### config.mk
export PLATFORM = sky130hd
export DESIGN_NAME = dma_frame_packer
export DESIGN_NICKNAME = d
export VERILOG_FILES = /design/src/rtl/dma_frame_packer.sv
export SDC_FILE = /design/constraint.sdc
export NUM_CORES = 1
export LEC_CHECK = 0
export ABC_CLOCK_PERIOD_IN_PS = 4100
export BUFFER_PORTS_ARGS = -buffer_cell sky130_fd_sc_hd__clkbuf_2
export CAP_MARGIN = 25
export CORE_ASPECT_RATIO = 2
export CORE_MARGIN = 2
export CORE_UTILIZATION = 60
export CTS_CLUSTER_DIAMETER = 80
export DETAILED_ROUTE_END_ITERATION = 10
export PLACE_DENSITY_LB_ADDON = 0.1
export SLEW_MARGIN = 30
export SYNTH_ARGS = -nofsm -noshare
export SYNTH_HDL_FRONTEND = slang
export SYNTH_SLANG_ARGS = --single-unit
### constraint.sdc
create_clock -name clk_clk -period 4.1 [get_ports clk_clk]
set_input_delay 0.615 -clock clk_clk [delete_from_list [all_inputs] [get_ports clk_clk]]
set_output_delay 0.615 -clock clk_clk [all_outputs]
set_load 0.005 [all_outputs]
### src/rtl/dma_frame_packer.sv
// Packs 32-bit pixels into 8-lane 256-bit Avalon-ST beats, framing each video frame
// with SOP/EOP/EMPTY, aligning to the source start-of-frame and counting frames.
module dma_frame_packer #(
    parameter int unsigned PIX_W  = 32,
    parameter int unsigned BEAT_W = 8 * PIX_W,
    parameter int unsigned LEN_W  = 24
) (
    input  logic              clk_clk,
    input  logic              reset_reset_n,
    input  logic [LEN_W-1:0]  cfg_frame_len,
    input  logic              cfg_continuous,
    input  logic              cfg_start,
    input  logic              cfg_abort,
    input  logic [PIX_W-1:0]  pix_data,
    input  logic              pix_valid,
    input  logic              pix_sof,
    output logic              pix_ready,
    output logic [BEAT_W-1:0] src_data,
    output logic              src_valid,
    input  logic              src_ready,
    output logic              src_sop,
    output logic              src_eop,
    output logic [4:0]        src_empty,
    output logic              busy,
    output logic              done,
    output logic              err_sof,
    output logic [15:0]       frames_done
);

    localparam int unsigned Lanes = 8;

    typedef enum logic [1:0] {StIdle, StWaitSof, StPack, StDrain} state_e;

    state_e             state_q, state_d;
    logic [BEAT_W-1:0]  acc_q, acc_d;
    logic [3:0]         cnt_q, cnt_d;
    logic               acc_full_q, acc_full_d;
    logic               acc_eop_q, acc_eop_d;
    logic               acc_sop_q, acc_sop_d;
    logic [LEN_W-1:0]   len_q, len_d;
    logic [LEN_W-1:0]   rem_q, rem_d;
    logic               err_sof_q, err_sof_d;
    logic [BEAT_W-1:0]  out_data_q, out_data_d;
    logic               out_valid_q, out_valid_d;
    logic               out_sop_q, out_sop_d;
    logic               out_eop_q, out_eop_d;
    logic [4:0]         out_empty_q, out_empty_d;
    logic               done_q, done_d;
    logic [15:0]        frames_q, frames_d;
    logic [3:0]         free_lanes;
    logic               load;
    logic               eop_fire;

    // The output register takes the accumulator whenever it is empty or being drained.
    assign load       = acc_full_q && (!out_valid_q || src_ready);
    assign eop_fire   = out_valid_q && src_ready && out_eop_q;
    assign free_lanes = 4'd8 - cnt_q;

    assign src_data    = out_data_q;
    assign src_valid   = out_valid_q;
    assign src_sop     = out_sop_q;
    assign src_eop     = out_eop_q;
    assign src_empty   = out_empty_q;
    assign busy        = (state_q != StIdle);
    assign done        = done_q;
    assign err_sof     = err_sof_q;
    assign frames_done = frames_q;

    // Pixel intake: open while hunting SOF; in PACK only when the accumulator has room,
    // counting the cycle it is being emptied so full-rate streaming is possible.
    always_comb begin
        pix_ready = 1'b0;
        unique case (state_q)
            StWaitSof: pix_ready = 1'b1;
            StPack:    pix_ready = !acc_full_q || load;
            default:   pix_ready = 1'b0;
        endcase
    end

    // Next state for the frame FSM and the pixel accumulator.
    always_comb begin
        state_d    = state_q;
        acc_d      = acc_q;
        cnt_d      = cnt_q;
        acc_full_d = acc_full_q;
        acc_eop_d  = acc_eop_q;
        acc_sop_d  = acc_sop_q;
        len_d      = len_q;
        rem_d      = rem_q;
        err_sof_d  = err_sof_q;

        if (load) begin
            acc_d      = '0;
            cnt_d      = '0;
            acc_full_d = 1'b0;
            acc_eop_d  = 1'b0;
            acc_sop_d  = 1'b0;
        end

        unique case (state_q)
            StIdle: begin
                if (cfg_start && !cfg_abort && cfg_frame_len != '0) begin
                    len_d     = cfg_frame_len;
                    err_sof_d = 1'b0;
                    state_d   = StWaitSof;
                end
            end
            StWaitSof: begin
                if (cfg_abort) begin
                    state_d = StIdle;
                end else if (pix_valid && pix_sof) begin
                    acc_d[PIX_W-1:0] = pix_data;
                    cnt_d            = 4'd1;
                    acc_sop_d        = 1'b1;
                    rem_d            = len_q - LEN_W'(1);
                    if (len_q == LEN_W'(1)) begin
                        acc_full_d = 1'b1;
                        acc_eop_d  = 1'b1;
                        state_d    = StDrain;
                    end else begin
                        state_d = StPack;
                    end
                end
            end
            StPack: begin
                if (pix_valid && pix_ready) begin
                    for (int unsigned k = 0; k < Lanes; k++) begin
                        if (cnt_d == 4'(k)) acc_d[k*PIX_W +: PIX_W] = pix_data;
                    end
                    cnt_d = cnt_d + 4'd1;
                    rem_d = rem_q - LEN_W'(1);
                    if (pix_sof) err_sof_d = 1'b1;
                    if (cnt_d == 4'd8) acc_full_d = 1'b1;
                    // Last pixel wins over a coincident abort; both just close the frame.
                    if (rem_q == LEN_W'(1) || cfg_abort) begin
                        acc_full_d = 1'b1;
                        acc_eop_d  = 1'b1;
                        state_d    = StDrain;
                    end
                end else if (cfg_abort) begin
                    // An empty accumulator gets one zero pixel so the frame still ends on EOP.
                    if (cnt_d == 4'd0) cnt_d = 4'd1;
                    acc_full_d = 1'b1;
                    acc_eop_d  = 1'b1;
                    state_d    = StDrain;
                end
            end
            StDrain: begin
                if (eop_fire) state_d = cfg_continuous ? StWaitSof : StIdle;
            end
            default: state_d = StIdle;
        endcase
    end

    // Output beat register, completion pulse and frame counter.
    always_comb begin
        out_data_d  = out_data_q;
        out_valid_d = out_valid_q;
        out_sop_d   = out_sop_q;
        out_eop_d   = out_eop_q;
        out_empty_d = out_empty_q;
        if (load) begin
            out_data_d  = acc_q;
            out_valid_d = 1'b1;
            out_sop_d   = acc_sop_q;
            out_eop_d   = acc_eop_q;
            out_empty_d = acc_eop_q ? {free_lanes[2:0], 2'b00} : 5'd0;
        end else if (src_ready) begin
            out_valid_d = 1'b0;
        end
        done_d   = eop_fire;
        frames_d = eop_fire ? frames_q + 16'd1 : frames_q;
    end

    // State registers; reset discards any frame in flight.
    always_ff @(posedge clk_clk or negedge reset_reset_n) begin
        if (!reset_reset_n) begin
            state_q     <= StIdle;
            acc_q       <= '0;
            cnt_q       <= '0;
            acc_full_q  <= 1'b0;
            acc_eop_q   <= 1'b0;
            acc_sop_q   <= 1'b0;
            len_q       <= '0;
            rem_q       <= '0;
            err_sof_q   <= 1'b0;
            out_data_q  <= '0;
            out_valid_q <= 1'b0;
            out_sop_q   <= 1'b0;
            out_eop_q   <= 1'b0;
            out_empty_q <= '0;
            done_q      <= 1'b0;
            frames_q    <= '0;
        end else begin
            state_q     <= state_d;
            acc_q       <= acc_d;
            cnt_q       <= cnt_d;
            acc_full_q  <= acc_full_d;
            acc_eop_q   <= acc_eop_d;
            acc_sop_q   <= acc_sop_d;
            len_q       <= len_d;
            rem_q       <= rem_d;
            err_sof_q   <= err_sof_d;
            out_data_q  <= out_data_d;
            out_valid_q <= out_valid_d;
            out_sop_q   <= out_sop_d;
            out_eop_q   <= out_eop_d;
            out_empty_q <= out_empty_d;
            done_q      <= done_d;
            frames_q    <= frames_d;
        end
    end

endmodule

# Word-level counts from Yosys, hierarchy flattened
# Cells that the tools add are included.
# word_totals
reg_bits	595
inputBits	64
out_inout_bits	284
elab_cells	131
# classes
n_addsub	5
eq_ne	22
n_mux	64
reduce_logical	24
# ops
cell	count
$mux 256	2
$mux 32	10
$mux 224	1
$mux 24	3
$pmux 32 s2	1
$eq 24x1->1 const B	2
$pmux 24 s2	1
$sub 24x1->24 const B	2
$mux 1	26
$mux 4	6
$reduce_bool 24->1	1
$add 16x1->16 const B	1
$eq 4x3->1 const B	4
$mux 2	7
$ne 2x2->1 const B	6
$ne 3x3->1 const B	3
$eq 4x2->1 const B	2
$pmux 1 s2	4
$pmux 2 s4	1
$pmux 4 s2	1
$reduce_and 4->1	2
$reduce_bool 2->1	4
$logic_and 1x1->1	7
$mux 5	1
12 further kinds	17

# Depth between registers and ports, before layout
# Gate-level depths: netlist of run 1.
# logic_depth
ltp_word	10
depth_mapped	11
ltp_nobuf	9

# Worst setup path before layout of run 1
# OpenSTA, ideal clock, no wires.
# synth_path
path_kind	input to register
from	input port src_ready
to	register acc_q[0]
setup_ns	0.066
t_arrival_ns	2.442
required_ns	4.034
path_slack_ns	1.592
stages	10
path_buffers	2
path_cell_list	nand2b_1 -> nand2_1 -> clkbuf_1 -> nand2_1 -> ha_1 -> inv_1 -> o21ai_0 -> a21oi_1 -> clkbuf_1 -> a22o_1
# synth_between
elab_chain_cells	7
word_cells_on_any_way	13
cone_classes	8 x mux; 5 x reduce/logical
# synth_rtl
element	line_no	rtl
from (decl)	20	input logic src_ready,
$logic_or 1x1->1 *	55	assign load = acc_full_q && (!out_valid_q || src_ready);
$logic_and 1x1->1 *	55	
$mux 4 or $logic_or 1x1->1 (tied branches)	92, 75	
$logic_not 4->1 or $pmux 1 s2 (tied branches)	128, 73	
$mux 32 or $logic_and 1x1->1 (tied branches)	128, 126	
$mux 256	126	if (pix_valid && pix_ready) begin
$pmux 32 s2 *	100	unique case (state_q)
via acc_d[0]	35	logic [BEAT_W-1:0] acc_q, acc_d;
to (signal assigned)	179	acc_q <= '0;
to (signal assigned)	196	acc_q <= acc_d;
to (decl)	35	
# The timed path passes the listed nets; every way through them passes the cells marked *.
# A chain may end at the register's enable or synchronous reset.

# Worst setup path in the final report of run 1
# layout_path
from	register state_q[0]
to	register acc_q[129]
# layout_between
elab_chain_cells	5
word_cells_on_any_way	6
cone_classes	2 x eq/ne; 3 x mux; 1 x reduce/logical
# layout_rtl
element	line_no	rtl
from (decl)	34	state_e state_q, state_d;
from (signal assigned)	178	state_q <= StIdle;
from (signal assigned)	195	state_q <= state_d;
$eq 2x2->1 or $eq 2x1->1 (tied branches)	73, 100	
$pmux 1 s2	73	unique case (state_q)
$logic_and 1x1->1	126	
$mux 256	126	
$mux 224 *	100	
via acc_d[129]	35	
# Marked as above.

==> impl_results.md, run 1 <==
* Die area at between 40000 and 50000 µm²
* Register share of total power at 49.3%
* Leakage power at between 10 and 15 nW
* FFs w/ async S/R, synth at 100%
* Outcome: complete, no violations
* Final hold viol count at 0
* Pwr/cell area at ~540 nW/µm²
* Post-synth EDFFs at 0
* Minimum clock period at between 3000 and 4000 ps
* HP Class: input pin to asynchronous set/reset pin
* Kind of critical path: register to register
* Required @ worst endpoint at about 4600 ps
* Commonest non-fill, non-tap cell in the layout: nand2_1
* Routed Antenna Nets at 0
* CTS tree: done
* Clock share of power at between 30% and 40%
* Drt total wl at 69300 µm
* Dpl ws at 906 ps
* Bufs and invs on worst path at 2
* Hpwl dp at about 46000 µm
* Sequential area share after synthesis at between 60% and 70%
* FF-to-FF path depth at 7
* Chip width at about 150 µm
* Dpl cells at 3383
* Post-route worst setup slack at a little under 1000 ps
* Cts hold-fix bufs at 0
* Ys flop type: dfrtp_1
* DR iter-0 viols at around 1700
* Vias in the first global route at between 15000 and 20000
* Crit-path max FO at 26
* Htree depth at 2
* Reg-to-Reg Start: state_q[0]
* Placer Congestion at about 0.9
* Slowest Stage Delay on Critical Path at around 640 ps
* Ant diodes at 0
* DR pass1 iterations at 5
* I/O pin total at 348
* Gr usage total at between 30% and 40%
* Period utilization at ~76%
* Ys Warns at 0
* Critical-path cell list: inv_1 -> ha_1 -> o2111ai_1 -> nor4b_1 -> and2_2 -> buf_4 -> o21ai_0
* Pins Over Slew Limit at 0
* R2R Setup Slk at roughly 970 ps
* Residual DRC at 0
* Inserted Clock Buffers at 50
* Max_slew headroom at 32.4%
* Sw Ratio at between 30% and 40%
* Starting Density at between 60% and 70%
* Cell family with most CP delay: simple AND/OR/NAND/NOR gates
* RSZ-0062 raised after global routing: false
* Maxcap violations at 0
* CTS Sinks at between 500 and 600
* Startpoint class of the critical path: register
* Avg WL per Cell at approximately 20 µm
* I/O Buffers at around 350
* Synth Instances at around 2700
* Clk_lat worst skew at 580 ps
* Vias per cell at about 5.5
* Core Rows at roughly 100
* Slowest cell on the critical path: nor4b_1
* Combinational share of power at a little under a fifth
* Clock skew at between 10 and 15 ps
* Most frequent cells in the layout: nand2_1, dfrtp_1, clkbuf_2, o21ai_0, clkbuf_16
* Clock buffer depth at 3
* R2R Path End: acc_q[129]
* Mapped Area at between 20000 and 25000 µm²
* Post-cts sizing count at 0
* Avg Inst Size Synth at ~9 µm²
* Postcts setup bufs at 0
* Worst-margin pin slew at slightly above 1000 ps
* Die Span Y at 289 µm
* CP arrival at roughly 3600 ps
* Pin count of the biggest net entering global routing at 241
* Core footprint at 40100 µm²
* Switch Pwr at about 4.6 mW
* Setup TNS at 0 ps
* Final core occ at between 60% and 70%
* Worst setup EP type: register
* Int Pwr at 10.6 mW
* First-pass GRT wire length at approximately 110000 µm
* GRT overflow at 0
* Antenna violations before repair at 0
* DR vias at about 19000
* Layout area overhead at 14.9%
* Clk root buf: clkbuf_16
* Synthesized flop and latch total at roughly 590
* CTS clk-pin slew, worst paths at around 60 ps
* VDD IR max at 0.000574 V
* Yosys cell types at 57
* Nets@finish at 2984
* Final setup vio count at 0
* Final Non-Filler Cells at approximately 3500
* Layout cells sized above 1 at approximately 17%
* Achievable clock frequency at approximately 320 MHz
## power by group through the flow
| stage | clock network, mW | logic, mW | registers, mW |
|---|---|---|---|
| after global placement | 0 | 2.74 | 7.55 |
| after CTS | 4.95 | 2.85 | 7.49 |
| after detailed placement | 0 | 2.83 | 7.58 |
| after global routing | 5.19 | 3.15 | 7.61 |
| final | 4.87 | 2.85 | 7.50 |
| after floorplan | 0 | 1.74 | 7.39 |
## worst register-to-register path: stages (launching register included)
cell,delay [ps]
dfrtp_1,400
inv_1,140
ha_1,500
o2111ai_1,350
nor4b_1,640
and2_2,540
buf_4,310
o21ai_0,130
## state kept, by name (all words and copies together), names as in the netlist, named ones only
signal / count
cnt_q: 4
frames_done: 16
acc_sop_q: 1
acc_full_q: 1
state_q: 1
err_sof: 1
done: 1
acc_q: 256
src_sop: 1
acc_eop_q: 1
rem_q: 24
src_empty: 3
src_eop: 1
src_valid: 1
src_data: 256
len_q: 24
## kinds of logic after synthesis
family | count (synthesis) | share of synthesized area [%]
mux | 33 | 1.48
xor+xnor | 37 | 1.33
fa+ha+maj | 14 | 0.720
buf+inv | 205 | 3.90
compound gates | 352 | 8.17
flops | 593 | 61.0
other cells | 1 | 0.0154
simple gates | 1428 | 23.3
## through the flow
stage                     area, µm²  hold slack, ps  power (mW)
final                         27900            55.3        15.2
after global routing          27900             132        16.0
after CTS                     27900             114        15.3
after detailed placement      26200             448        10.4
after global placement        26200             448        10.3
after floorplan               24300             319        9.13
## layout make-up
type	count	area (µm²)
Fill cell	3184	12100
Tap cell	530	663
Sequential cell	593	14800
Timing Repair Buffer	377	2130
Clock inverter	15	181
Multi-Input combinational cell	1866	8550
Inverter	18	67.6
Clock buffer	74	1490
## how the worst max path moves through the flow
stage / slack [ps] / startpoint / to / cells past startpoint
6_report: 970 / state_q[0] / acc_q[129] / 7
4_1_cts: 1060 / state_q[0] / acc_q[129] / 7
5_1_grt: 800 / state_q[0] / acc_q[128] / 8
3_5_place_dp: 910 / src_ready / acc_q[129] / 7
3_3_place_gp: 1020 / src_ready / acc_q[148] / 8
2_1_floorplan: 1590 / src_ready / acc_q[0] / 10
## synthesized netlist by cell type, types with 12 or more instances
master / n / area share (%)
o22ai_1: 13 / 0.33
nand3_1: 28 / 0.58
xor2_1: 20 / 0.72
o21ai_0: 252 / 5.2
nand2_1: 1276 / 20
dfrtp_1: 593 / 61
buf_2: 33 / 0.68
and2_1: 12 / 0.31
a21oi_1: 25 / 0.51
mux2_2: 24 / 1.1
clkbuf_1: 103 / 1.6
nor2_1: 29 / 0.45
a22o_1: 33 / 1.2
nor4_1: 15 / 0.39
buf_4: 32 / 0.99
ha_1: 14 / 0.72
inv_1: 18 / 0.28
nor3_1: 23 / 0.47
xnor2_1: 17 / 0.61
## per-layer routing
metal,vias to the layer above,track usage (%),wire length (µm)
met2,700,57.0,35300
met4,0,16.4,3870
met1,9406,41.2,25900
met3,165,4.23,4210
li1,8988,-,-
met5,-,0,0
No activity file was read; power rests on OpenSTA's default activity.
==> inputs of run 2 (changes only) <==
--- a/config.mk
+++ b/config.mk
@@ -5,12 +5,12 @@
 export SDC_FILE = /design/constraint.sdc
 export NUM_CORES = 1
 export LEC_CHECK = 0
-export ABC_CLOCK_PERIOD_IN_PS = 4100
+export ABC_CLOCK_PERIOD_IN_PS = 3000
 export BUFFER_PORTS_ARGS = -buffer_cell sky130_fd_sc_hd__clkbuf_2
 export CAP_MARGIN = 25
 export CORE_ASPECT_RATIO = 2
 export CORE_MARGIN = 2
-export CORE_UTILIZATION = 60
+export CORE_UTILIZATION = 57
 export CTS_CLUSTER_DIAMETER = 80
 export DETAILED_ROUTE_END_ITERATION = 10
 export PLACE_DENSITY_LB_ADDON = 0.1
==> constraint.sdc (replaced) <==
create_clock -name clk_clk -period 3 [get_ports clk_clk]
set_input_delay 0.45 -clock clk_clk [delete_from_list [all_inputs] [get_ports clk_clk]]
set_output_delay 0.45 -clock clk_clk [all_outputs]
set_load 0.005 [all_outputs]
==> run 2 against run 1 <==
  * Total power increased by 38%
  * Cell count is 1.1% higher
  * Clock power up 40%
  * Flip-flop and latch count unchanged
  * Critical path type unchanged
  * Largest cell class unchanged
==> impl_results.md, run 2 (synthesis results as in run 1) <==
* Worst-margin pin slew at 1180 ps (+165 ps)
* CTS tree: done
* Pin count of the biggest net entering global routing at 199 (-17%)
* Int Pwr at 14.5 mW (+37%)
* DR pass1 iterations at 7 (+2)
* Minimum clock period at 2720 ps (-408 ps)
* Crit path from: state_q[0]
* Period utilization at 90.8% (+14 points)
* R2R Path End: rem_q[21]
* Inserted Clock Buffers at 51 (+2.0%)
* HP Class: input pin to register
* Worst setup path endpoint: rem_q[21]
* RSZ-0062 raised after global routing: false
* Antenna violations before repair at 0 (unchanged)
* Combinational share of power at 18.5% (-0.2 points)
* DR iter-0 viols at 1648 (-0.36%)
* Sw Ratio at 30.7% (+0.41 points)
* Clock skew at 16.6 ps (+2.78 ps)
* CP arrival at 3190 ps (-390 ps)
* Gr usage total at 30.4% (-2.6 points)
* Die Span Y at 296 µm (+2.6%)
* Clk root buf: clkbuf_16
* Startpoint class of the critical path: register
* GRT overflow at 0 (unchanged)
* Outcome: complete, no violations
* Kind of critical path: register to register
* Hpwl dp at 42800 µm (-7.7%)
* Ant diodes at 0 (unchanged)
* Pwr/cell area at 744 nW/µm² (+37%)
* Leakage power at 14.7 nW (+0.80%)
* Drt total wl at 67000 µm (-3.3%)
* I/O Buffers at 345 (unchanged)
* Vias per cell at 5.40 (-2.5%)
* Vias in the first global route at 17800 (-4.7%)
* Final hold viol count at 0 (unchanged)
* Postcts setup bufs at 0 (unchanged)
* Layout cells sized above 1 at 17.7% (+0.64 points)
* Htree depth at 2 (unchanged)
* Setup TNS at 0 ps (unchanged)
* WL met1 at 28900 µm (+11%)
* Post-route worst setup slack at 277 ps (-692 ps)
* Residual DRC at 0 (unchanged)
* Post-cts sizing count at 0 (unchanged)
* Placer Congestion at 0.875 (-2.8%)
* DR vias at 19000 (-1.5%)
* I/O pin total at 348 (unchanged)
* CTS Sinks at 593 (unchanged)
* Final core occ at 66.7% (-3.0 points)
* Clock share of power at 32.4% (+0.4 points)
* Die area at 44400 µm² (+5.2%)
* R2R Setup Slk at 280 ps (-690 ps)
* Starting Density at 57.5% (-3.2 points)
* Core Rows at 107 (+2.9%)
* DR top layer: met4
* Clk_lat worst skew at 590 ps (about the same)
* First-pass GRT wire length at 103000 µm (-3.5%)
* Reg-to-Reg Start: state_q[0]
* Met2 WL post-DR at 31700 µm (-10%)
* Pins Over Slew Limit at 0 (unchanged)
* Layout area overhead at 16.0%
* Tot Pwr at 21.0 mW (+38%)
* VDD IR max at 0.000654 V (+14%)
* Required @ worst endpoint at 3470 ps (-1080 ps)
* Dpl ws at 238 ps (-668 ps)
* Most frequent cells in the layout: nand2_1, dfrtp_1, clkbuf_2, o21ai_0, clkbuf_16
* Met3 wire length at 4220 µm (+0.12%)
* Avg WL per Cell at 19.1 µm (-4.4%)
* Routed Antenna Nets at 0 (unchanged)
* Commonest non-fill, non-tap cell in the layout: nand2_1
* Max_slew headroom at 21.4% (-11 points)
* FF-to-FF path depth at 7 (unchanged)
* Maxcap violations at 0 (unchanged)
* Achievable clock frequency at 367 MHz (+15%)
* Final Non-Filler Cells at 3511 (+1.1%)
* Chip width at 150 µm (+2.5%)
* Nets@finish at 3003 (+0.64%)
* Switch Pwr at 6.44 mW (+40%)
* Clock buffer depth at 3 (unchanged)
* Dpl cells at 3416 (+0.98%)
* CTS clk-pin slew, worst paths at 70 ps (about the same)
* Worst setup EP type: register
* Register share of total power at 49.0% (-0.3 points)
* Core footprint at 42300 µm² (+5.6%)
* Final setup vio count at 0 (unchanged)
* Crit-path max FO at 15 (-42%)
==> run 2: layout make-up <==
| cell class | count | area (µm²) |
|---|---|---|
| clock buffer | 69 | 1460 |
| sequential | 593 | 14800 |
| fill | 3511 | 14100 |
| multi-input combinational | 1866 | 8560 |
| clock inverter | 25 | 265 |
| inverter | 18 | 67.6 |
| timing repair buffer | 395 | 2340 |
| tap | 545 | 682 |
==> run 2: power groups by stage <==
stage	clock network, mW	logic, mW	registers, mW
after floorplan	0	2.37	10.1
after global placement	0	3.76	10.4
after detailed placement	0	3.88	10.4
after CTS	6.92	3.90	10.3
after global routing	7.22	4.34	10.4
final	6.81	3.89	10.3
==> run 2: layer usage <==
metal / GRT usage, % / vias to the layer above
met4: 9.85 / 0
met3: 3.46 / 114
met2: 47.5 / 684
met5: 0 / -
li1: - / 9015
met1: 44.8 / 9162
==> run 2: timing repair <==
item | 4_1_cts | 5_1_grt
setup endpoints to repair | 0 | 0
hold endpoints to repair | 50 | 0
hold buffers | 1 | 0
==> run 2: worst max-delay path: stages (launching register included) <==
cell     delay, ps
dfrtp_1        400
inv_1          130
ha_1           390
inv_1          260
or3_1          460
a21o_1         370
buf_4          250
a221o_1        350
==> run 2: through the flow <==
step | cell area [µm²] | hold slack [ps]
finish | 28200 | 119
global route | 28200 | 107
CTS | 28200 | 97.8
detailed placement | 26500 | 417
global placement | 26500 | 412
floorplan | 24300 | 154
==> run 2: worst min path at each step <==
| stage | start | end | depth (start not counted) |
|---|---|---|---|
| floorplan | reset_reset_n | asynchronous set/reset pin | 0 |
| global placement | reset_reset_n | frames_done[14] | 1 |
| detailed placement | reset_reset_n | frames_done[13] | 1 |
| CTS | cfg_frame_len[5] | len_q[5] | 2 |
| global route | cfg_frame_len[6] | len_q[6] | 2 |
| finish | cfg_frame_len[5] | len_q[5] | 2 |
